**src/rtl/lcd_bus_decoder.sv**
```systemverilog
// 8080-style LCD write-bus receiver: command/parameter decode and RGB565 pixel capture.
// Optional frame counter: define LCD_BUS_DECODER_FRAMECNT_EN.
module lcd_bus_decoder #(
  parameter int H_RES   = 320,
  parameter int V_RES   = 240,
  parameter int COORD_W = 9
) (
  input  logic               clk,
  input  logic               rst,
  input  logic               wr,
  input  logic               dcx,
  input  logic [7:0]         d,
  output logic               cmd_valid,
  output logic [7:0]         cmd_code,
  output logic               pix_valid,
  output logic [COORD_W-1:0] pix_x,
  output logic [COORD_W-1:0] pix_y,
  output logic [15:0]        pix_rgb,
  output logic               frame_done,
  output logic               disp_on,
  output logic [7:0]         frame_cnt
);

  typedef enum logic [2:0] {
    S_IDLE,
    S_CASET,
    S_PASET,
    S_RAMWR,
    S_SKIP
  } state_t;

  localparam logic [COORD_W-1:0] XE_RST = COORD_W'(H_RES - 1);
  localparam logic [COORD_W-1:0] YE_RST = COORD_W'(V_RES - 1);

  state_t state, state_n;

  logic               wr_q;
  logic               ev;
  logic [1:0]         byte_idx;
  logic [7:0]         p_hi;
  logic [COORD_W-1:0] p_start;
  logic [7:0]         rgb_hi;
  logic [COORD_W-1:0] xs, xe, ys, ye;
  logic [COORD_W-1:0] cx, cy;

  assign ev = wr & ~wr_q;

  // state register
  always_ff @(posedge clk) begin
    if (rst) state <= S_IDLE;
    else     state <= state_n;
  end

  // next-state decode on each accepted byte
  always_comb begin
    state_n = state;
    if (ev) begin
      if (!dcx) begin
        unique case (1'b1)
          (d == 8'h2A): state_n = S_CASET;
          (d == 8'h2B): state_n = S_PASET;
          (d == 8'h2C): state_n = S_RAMWR;
          (d == 8'h29),
          (d == 8'h28),
          (d == 8'h01): state_n = S_IDLE;
          default:      state_n = S_SKIP;
        endcase
      end else if ((state == S_CASET || state == S_PASET) &&
                   byte_idx == 2'd3) begin
        state_n = S_IDLE;
      end
    end
  end

  // datapath: window, cursor, pixel assembly and registered outputs
  always_ff @(posedge clk) begin
    if (rst) begin
      wr_q       <= 1'b0;
      byte_idx   <= 2'd0;
      p_hi       <= 8'h00;
      p_start    <= '0;
      rgb_hi     <= 8'h00;
      xs         <= '0;
      xe         <= XE_RST;
      ys         <= '0;
      ye         <= YE_RST;
      cx         <= '0;
      cy         <= '0;
      cmd_valid  <= 1'b0;
      cmd_code   <= 8'h00;
      pix_valid  <= 1'b0;
      pix_x      <= '0;
      pix_y      <= '0;
      pix_rgb    <= 16'h0000;
      frame_done <= 1'b0;
      disp_on    <= 1'b0;
    end else begin
      wr_q       <= wr;
      cmd_valid  <= 1'b0;
      pix_valid  <= 1'b0;
      frame_done <= 1'b0;
      if (ev && !dcx) begin
        cmd_valid <= 1'b1;
        cmd_code  <= d;
        byte_idx  <= 2'd0;
        unique case (1'b1)
          (d == 8'h2C): begin
            cx <= xs;
            cy <= ys;
          end
          (d == 8'h29): disp_on <= 1'b1;
          (d == 8'h28): disp_on <= 1'b0;
          (d == 8'h01): begin
            xs      <= '0;
            xe      <= XE_RST;
            ys      <= '0;
            ye      <= YE_RST;
            cx      <= '0;
            cy      <= '0;
            disp_on <= 1'b0;
          end
          default: ;
        endcase
      end else if (ev) begin
        unique case (state)
          S_CASET, S_PASET: begin
            byte_idx <= byte_idx + 2'd1;
            unique case (byte_idx)
              2'd0: p_hi <= d;
              2'd1: p_start <= COORD_W'({p_hi, d});
              2'd2: p_hi <= d;
              2'd3: begin
                if (state == S_CASET) begin
                  xs <= p_start;
                  xe <= COORD_W'({p_hi, d});
                end else begin
                  ys <= p_start;
                  ye <= COORD_W'({p_hi, d});
                end
              end
              default: ;
            endcase
          end
          S_RAMWR: begin
            if (!byte_idx[0]) begin
              rgb_hi   <= d;
              byte_idx <= 2'd1;
            end else begin
              byte_idx   <= 2'd0;
              pix_valid  <= 1'b1;
              pix_x      <= cx;
              pix_y      <= cy;
              pix_rgb    <= {rgb_hi, d};
              frame_done <= (cx == xe) && (cy == ye);
              if (cx == xe) begin
                cx <= xs;
                cy <= (cy == ye) ? ys : cy + 1'b1;
              end else begin
                cx <= cx + 1'b1;
              end
            end
          end
          default: ;
        endcase
      end
    end
  end

`ifdef LCD_BUS_DECODER_FRAMECNT_EN
  // completed-frame counter, wraps at 255
  always_ff @(posedge clk) begin
    if (rst)
      frame_cnt <= 8'h00;
    else if (ev && !dcx && d == 8'h01)
      frame_cnt <= 8'h00;
    else if (frame_done)
      frame_cnt <= frame_cnt + 8'h01;
  end
`else
  assign frame_cnt = 8'h00;
`endif

endmodule
```
**config.mk**
```make
export PLATFORM = sky130hd
export DESIGN_NAME = lcd_bus_decoder
export DESIGN_NICKNAME = d
export VERILOG_FILES = /design/src/rtl/lcd_bus_decoder.sv
export SDC_FILE = /design/constraint.sdc
export NUM_CORES = 1
export LEC_CHECK = 0
export ABC_AREA = 1
export BUFFER_PORTS_ARGS = -buffer_cell sky130_fd_sc_hd__buf_2
export CORE_AREA = 2 2 129 131
export DETAILED_ROUTE_END_ITERATION = 10
export DIE_AREA = 0 0 131 133
export PLACE_DENSITY = 0.58
export SYNTH_ARGS = -nofsm -noshare
export SYNTH_HDL_FRONTEND = slang
export SYNTH_SLANG_ARGS = --single-unit
```
**constraint.sdc**
```tcl
create_clock -name clk -period 2.3 [get_ports clk]
set_input_delay 0.23 -clock clk [delete_from_list [all_inputs] [get_ports clk]]
set_output_delay 0.23 -clock clk [all_outputs]
set_load 0.05 [all_outputs]
```
### Yosys cells after proc, flatten, opt, wreduce, memory -nomap -nowiden

Cells that the tools add are included.

* add/subtract/negate cells: 3
* multiply operators: 0
* divide/modulo/power cells: 0
* order comparisons: 0
* equality and inequality tests: 18
* shift operators: 0
* muxes and demuxes: 44
* bitwise gates (word level): 6
* reductions and logical operators: 33

Operator list (number)
* two-way mux 9 bit: 34
* equality test 8 x 6 -> 1 bit (second input constant): 5
* case mux 9 bit (2 select lines): 2
* AND reduction 4 bit: 5
* adder 9 x 1 -> 9 bit (second input constant): 2
* equality test 9 bit: 2
* nonzero test 2 bit: 9
* AND reduction 5 bit: 3
* case mux 3 bit (4 select lines): 1
* equality test 8 x 1 -> 1 bit (second input constant): 1
* OR reduction 2 bit: 4
* equality test 3 x 2 -> 1 bit (second input constant): 2
* two-way mux 3 bit: 2
* AND reduction 2 bit: 3
* inverter 1 bit: 5
* OR reduction 5 bit: 1
* equality test 2 bit (second input constant): 2
* inequality test 2 x 1 -> 1 bit (second input constant): 2
* case mux 2 bit (2 select lines): 1
* OR reduction 4 bit: 1
* equality test 3 x 1 -> 1 bit (second input constant): 1
* logical AND 1 bit: 3
* two-way mux 1 bit: 3
* inequality test 3 x 2 -> 1 bit (second input constant): 1
* 9 further kinds: 9

* register bits: 124
* bits in latches: 0
* bits in writable memories: 0
* memory bits (read-only): 0
* input port bits: 12
* memories kept: 0

### Longest topological paths before layout

* depth in word-level cells: 7
* depth in mapped cells: 12

### Least setup slack after synthesis

No wires, ideal clock.

* kind: register -> register
* start point: register byte_idx[0]
* end point: register xs[1]
* setup time: 0.116 ns
* data arrival time: 1.372 ns
* slack: 0.812 ns
* cell stages (with the launch flop): 10
* path buffers: 1
* clock period less this slack: 1.488 ns
* cell sequence: dfxtp_1 ha_1 inv_1 a21oi_1 nand2_2 a21oi_4 inv_2 buf_6 a21oi_1 nor2_1

* cells in the longest elaborated chain, start to end: 3

Ends and longest elaborated chain
* start: declaration: line 39 `logic [1:0] byte_idx;`
* start signal: assignment: line 127 `byte_idx <= byte_idx + 2'd1;`
* equality test 2 bit: line 128 `unique case (byte_idx)`
* nonzero test 2 bit (no source line)
* AND reduction 5 bit (no source line)
* end signal: assignment: line 134 `xs <= p_start;`
* end: declaration: line 43 `logic [COORD_W-1:0] xs, xe, ys, ye;`

Every way passes these cells.
A chain may end at the register's enable or synchronous reset.

### Worst setup path in the final report

* start point: register state[1]
* end point: register p_start[6]

* cells in the longest elaborated chain, start to end: 3
* elaborated cells between the ends (all ways): 4
* classes of those cells: eq/ne: 2; reduce/logical: 2

Ends and longest elaborated chain
* start: declaration: line 35 `state_t state, state_n;`
* start signal: assignment: line 51 `else state <= state_n;`
* equality test 3 x 1 -> 1 bit or equality test 3 x 2 -> 1 bit (tied branches): line 125 `unique case (state)`
* OR reduction 2 bit (*): line 125
* AND reduction 4 bit (no source line) (*)
* end signal: assignment: line 130 `2'd1: p_start <= COORD_W'({p_hi, d});`
* end: declaration: line 41 `logic [COORD_W-1:0] p_start;`

Mark *: on every way between the ends. The rest lies on a longest branch, timed or not.

==> reports/metrics.cfg <==
[clocking]
cts.path.max_buffers=2
clock_latency_ns=0.42
htree_depth=4
post_cts_setup_bufs=0
post_cts_resized=0
cts_root_buf=sky130_fd_sc_hd__clkbuf_16
postCtsHoldBufs=0
clock_buffer_count_from_cts=17
clock-sinks=124
cts_tree=yes
worst_path_clk_slew_ns=0.06

[floorplan]
start_util_pct=34.03
rows=47
die_width_um=131
ioPinCount=66
floorplan.die_area_mm2=0.01742
fp.coreArea_mm2=0.01617
chipHeight_um=133

[outcome]
outcome=complete, no violations

[synthesis]
post_synth_instance_area_mm2=0.005504
synth.lib_cells_used.distinct=34
instance_count_of_the_mapped_netlist=728
synth.yosys.seq_area_share_pct=45.10
synth.top_cells.by_area=sky130_fd_sc_hd__dfxtp_1 45%, sky130_fd_sc_hd__o21ai_0 9.8%, sky130_fd_sc_hd__a21oi_1 9.0%
synthArstFlopShare_pct=0
synthDominantAreaCellType=sky130_fd_sc_hd__dfxtp_1
synth-edff-count=0
portion_of_synthesized_cell_area_occupied_by_the_leading_cell_type_pct=45.10
syn_area_per_cell_um2=7.560
synth.ff_latch_count=124
prevailing_post_synth_register_cell=sky130_fd_sc_hd__dfxtp_1
yosys_warnings=0

[global_routing]
number_of_antenna_violations_at_the_first_check_in_global_routing=0
first_pass_grt_wire_length_mm=23.78
gr-usage-all-layers_pct=17.58
grt_pass1_vias=4540
grt_overflow=0
largest_net_degree_at_the_start_of_global_routing=58

[sta]
timing.final.ws_setup_ns=0.4552
layout_worst_path_cycle_share_pct=80.21
final.min_clock_period_ns=1.845
final_hold_viol_count=0
max-slew-margin-rel_pct=59.10
fin_setup_tns_ns=0
setup_viol=0
rsz0062_at_grt=false
fmax_ghz=0.5421
fin_skew_ns=0.007376
worst_pin_slew_ns=0.6118
timing.final.max_slew_violations=0

[route]
via_count=4898
wl_per_cell_um=14.42
post-route-drc-count=0
antenna_violating_nets_post_route=0
drtPass1Iterations=5
detail_route.vias_per_cell=4.850
routed_wirelength_mm=14.56
first_iter_violations=331

[finish]
final_layout_size_suffix_gt1_share_pct=15.95
antennaDiodeCount=0
fin_nets=795
layout.filler_cells=1710
final_cell_mix=124 x sky130_fd_sc_hd__dfxtp_1, 108 x sky130_fd_sc_hd__o21ai_0, 103 x sky130_fd_sc_hd__nand2_1
area_delta_synth_final_pct=19.57
most_common_library_cell_in_the_layout_ignoring_fill_and_taps=sky130_fd_sc_hd__dfxtp_1

[power_and_ir_drop]
max-vdd-ir-drop_v=0.0005432
leakage_uw=0.002825
p_per_area_mw_per_mm2=820.0

[placed_design]
dp_hpwl_mm=10.20
setup_slack_at_placement_ns=0.4856
routabilityCongestion=0.8559
io_buffer_count=57

[worst_setup_path]
critical_path_peak_fanout=18
slowest_delay_ns=0.44
path_class=flop to flop
worstPathRequired_ns=2.58
ff2ff_setup_slack_ns=0.46
r2r_depth=8
regToRegEndpoint=p_start[6]
crit_path_start_kind=flop
r2r_start=state[1]
kind_of_end_point_of_the_critical_path=flop
slowest_stage=sky130_fd_sc_hd__nand3_1
arrival_ns=2.12
critical_path.cell_chain=inv_1 > nand3_1 > nand2_1 > nand2_1 > inv_1 > nand3_1 > o21ai_0 > a21oi_1

[worst_hold_path]
timing.hold.worst.start=wr
min_delay_path_depth=3
hp-class=input pin to flop
timing.hold.worst_endpoint=wr_q

[run]
maxCapViolations=0

## how the worst max path moves through the flow
stage | depth (start not counted) | slack [ns] | from | to
final | 8 | 0.46 | state[1] | p_start[6]
after floorplan | 9 | 0.81 | byte_idx[0] | xs[1]
after global routing | 8 | 0.23 | state[1] | p_start[6]
after detailed placement | 13 | 0.49 | wr | cy[2]
after CTS | 8 | 0.46 | state[1] | p_start[6]
after global placement | 8 | 0.48 | state[1] | p_start[0]
## layout make-up
type,count,area (µm²),area share [%]
Multi-Input combinational cell,498,2536,38.54
Sequential cell,124,2482,37.72
Clock buffer,19,452.9,6.882
Timing Repair Buffer,72,422.9,6.426
Tap cell,220,275.3,4.183
Inverter,64,245.2,3.726
Clock inverter,13,166.4,2.529
## power breakdown
group | switching (µW) | internal, µW
registers | 50.3 | 2200
clock network | 1000 | 1760
logic | 267 | 108
total | 1320 | 4080
## through the flow
step / util [%] / instance area (µm²) / hold WS [ns] / power [µW] / std cells
2_1_floorplan: - / 5530 / 0.3468 / 2573 / 735
3_3_place_gp: 36.87 / 5962 / 0.4350 / 2671 / 978
3_5_place_dp: 36.87 / 5962 / 0.4343 / 2672 / 978
4_1_cts: 40.70 / 6581 / 0.02540 / 5434 / 1010
5_1_grt: 40.70 / 6581 / 0.03697 / 5589 / 1010
6_report: 40.70 / 6581 / 0.03147 / 5397 / 1010
## cell usage after synthesis, types with 2 or more instances
cell	instances
sky130_fd_sc_hd__a211oi_1	3
sky130_fd_sc_hd__buf_6	2
sky130_fd_sc_hd__nand2_2	5
sky130_fd_sc_hd__ha_1	6
sky130_fd_sc_hd__nand3_1	40
sky130_fd_sc_hd__nor2_1	63
sky130_fd_sc_hd__o211ai_1	20
sky130_fd_sc_hd__inv_2	6
sky130_fd_sc_hd__nor3_1	3
sky130_fd_sc_hd__xor2_1	6
sky130_fd_sc_hd__nor2_2	2
sky130_fd_sc_hd__nor2_4	3
sky130_fd_sc_hd__buf_4	13
sky130_fd_sc_hd__inv_1	57
sky130_fd_sc_hd__o21ai_0	108
sky130_fd_sc_hd__dfxtp_1	124
sky130_fd_sc_hd__nand2_1	103
sky130_fd_sc_hd__buf_2	15
sky130_fd_sc_hd__clkbuf_1	19
sky130_fd_sc_hd__a21oi_1	99
sky130_fd_sc_hd__nand4_1	5
sky130_fd_sc_hd__xnor2_1	14
## state kept, by name, summed over array words and instances, names as in the netlist, 2 cells and up
signal,flops
ys,9
cx,9
xe,9
cy,9
pix_x,9
byte_idx,2
rgb_hi,8
pix_rgb,16
pix_y,9
p_start,9
state,3
xs,9
ye,9
cmd_code,8
## cells by family after synthesis
family | count (synthesis) | share of synthesized area, %
adders and majority gates | 6 | 1.364
AOI/OAI and AO/OA | 236 | 22.91
and+or+nand+nor | 228 | 18.07
xor gates and xnor gates | 20 | 3.183
DFF | 124 | 45.10
buffers and inverters | 113 | 9.298
other | 1 | 0.06813
## routing by layer
| metal | vias up | global-route usage, % | wire length (µm) |
|---|---|---|---|
| li1 | 2524 | - | - |
| met1 | 2236 | 25.29 | 7295 |
| met2 | 119 | 25.65 | 6385 |
| met3 | 19 | 3.761 | 641 |
| met4 | 0 | 6.619 | 240 |
| met5 | - | 0 | 0 |
## critical path: cells and delay by family (launching register included)
family	cells	cell delay, ns
AOI/OAI and AO/OA	2	0.44
buffers and inverters	2	0.17
DFF	1	0.32
and+or+nand+nor	4	0.76
Note: power is estimated with default switching activity, not from simulation.
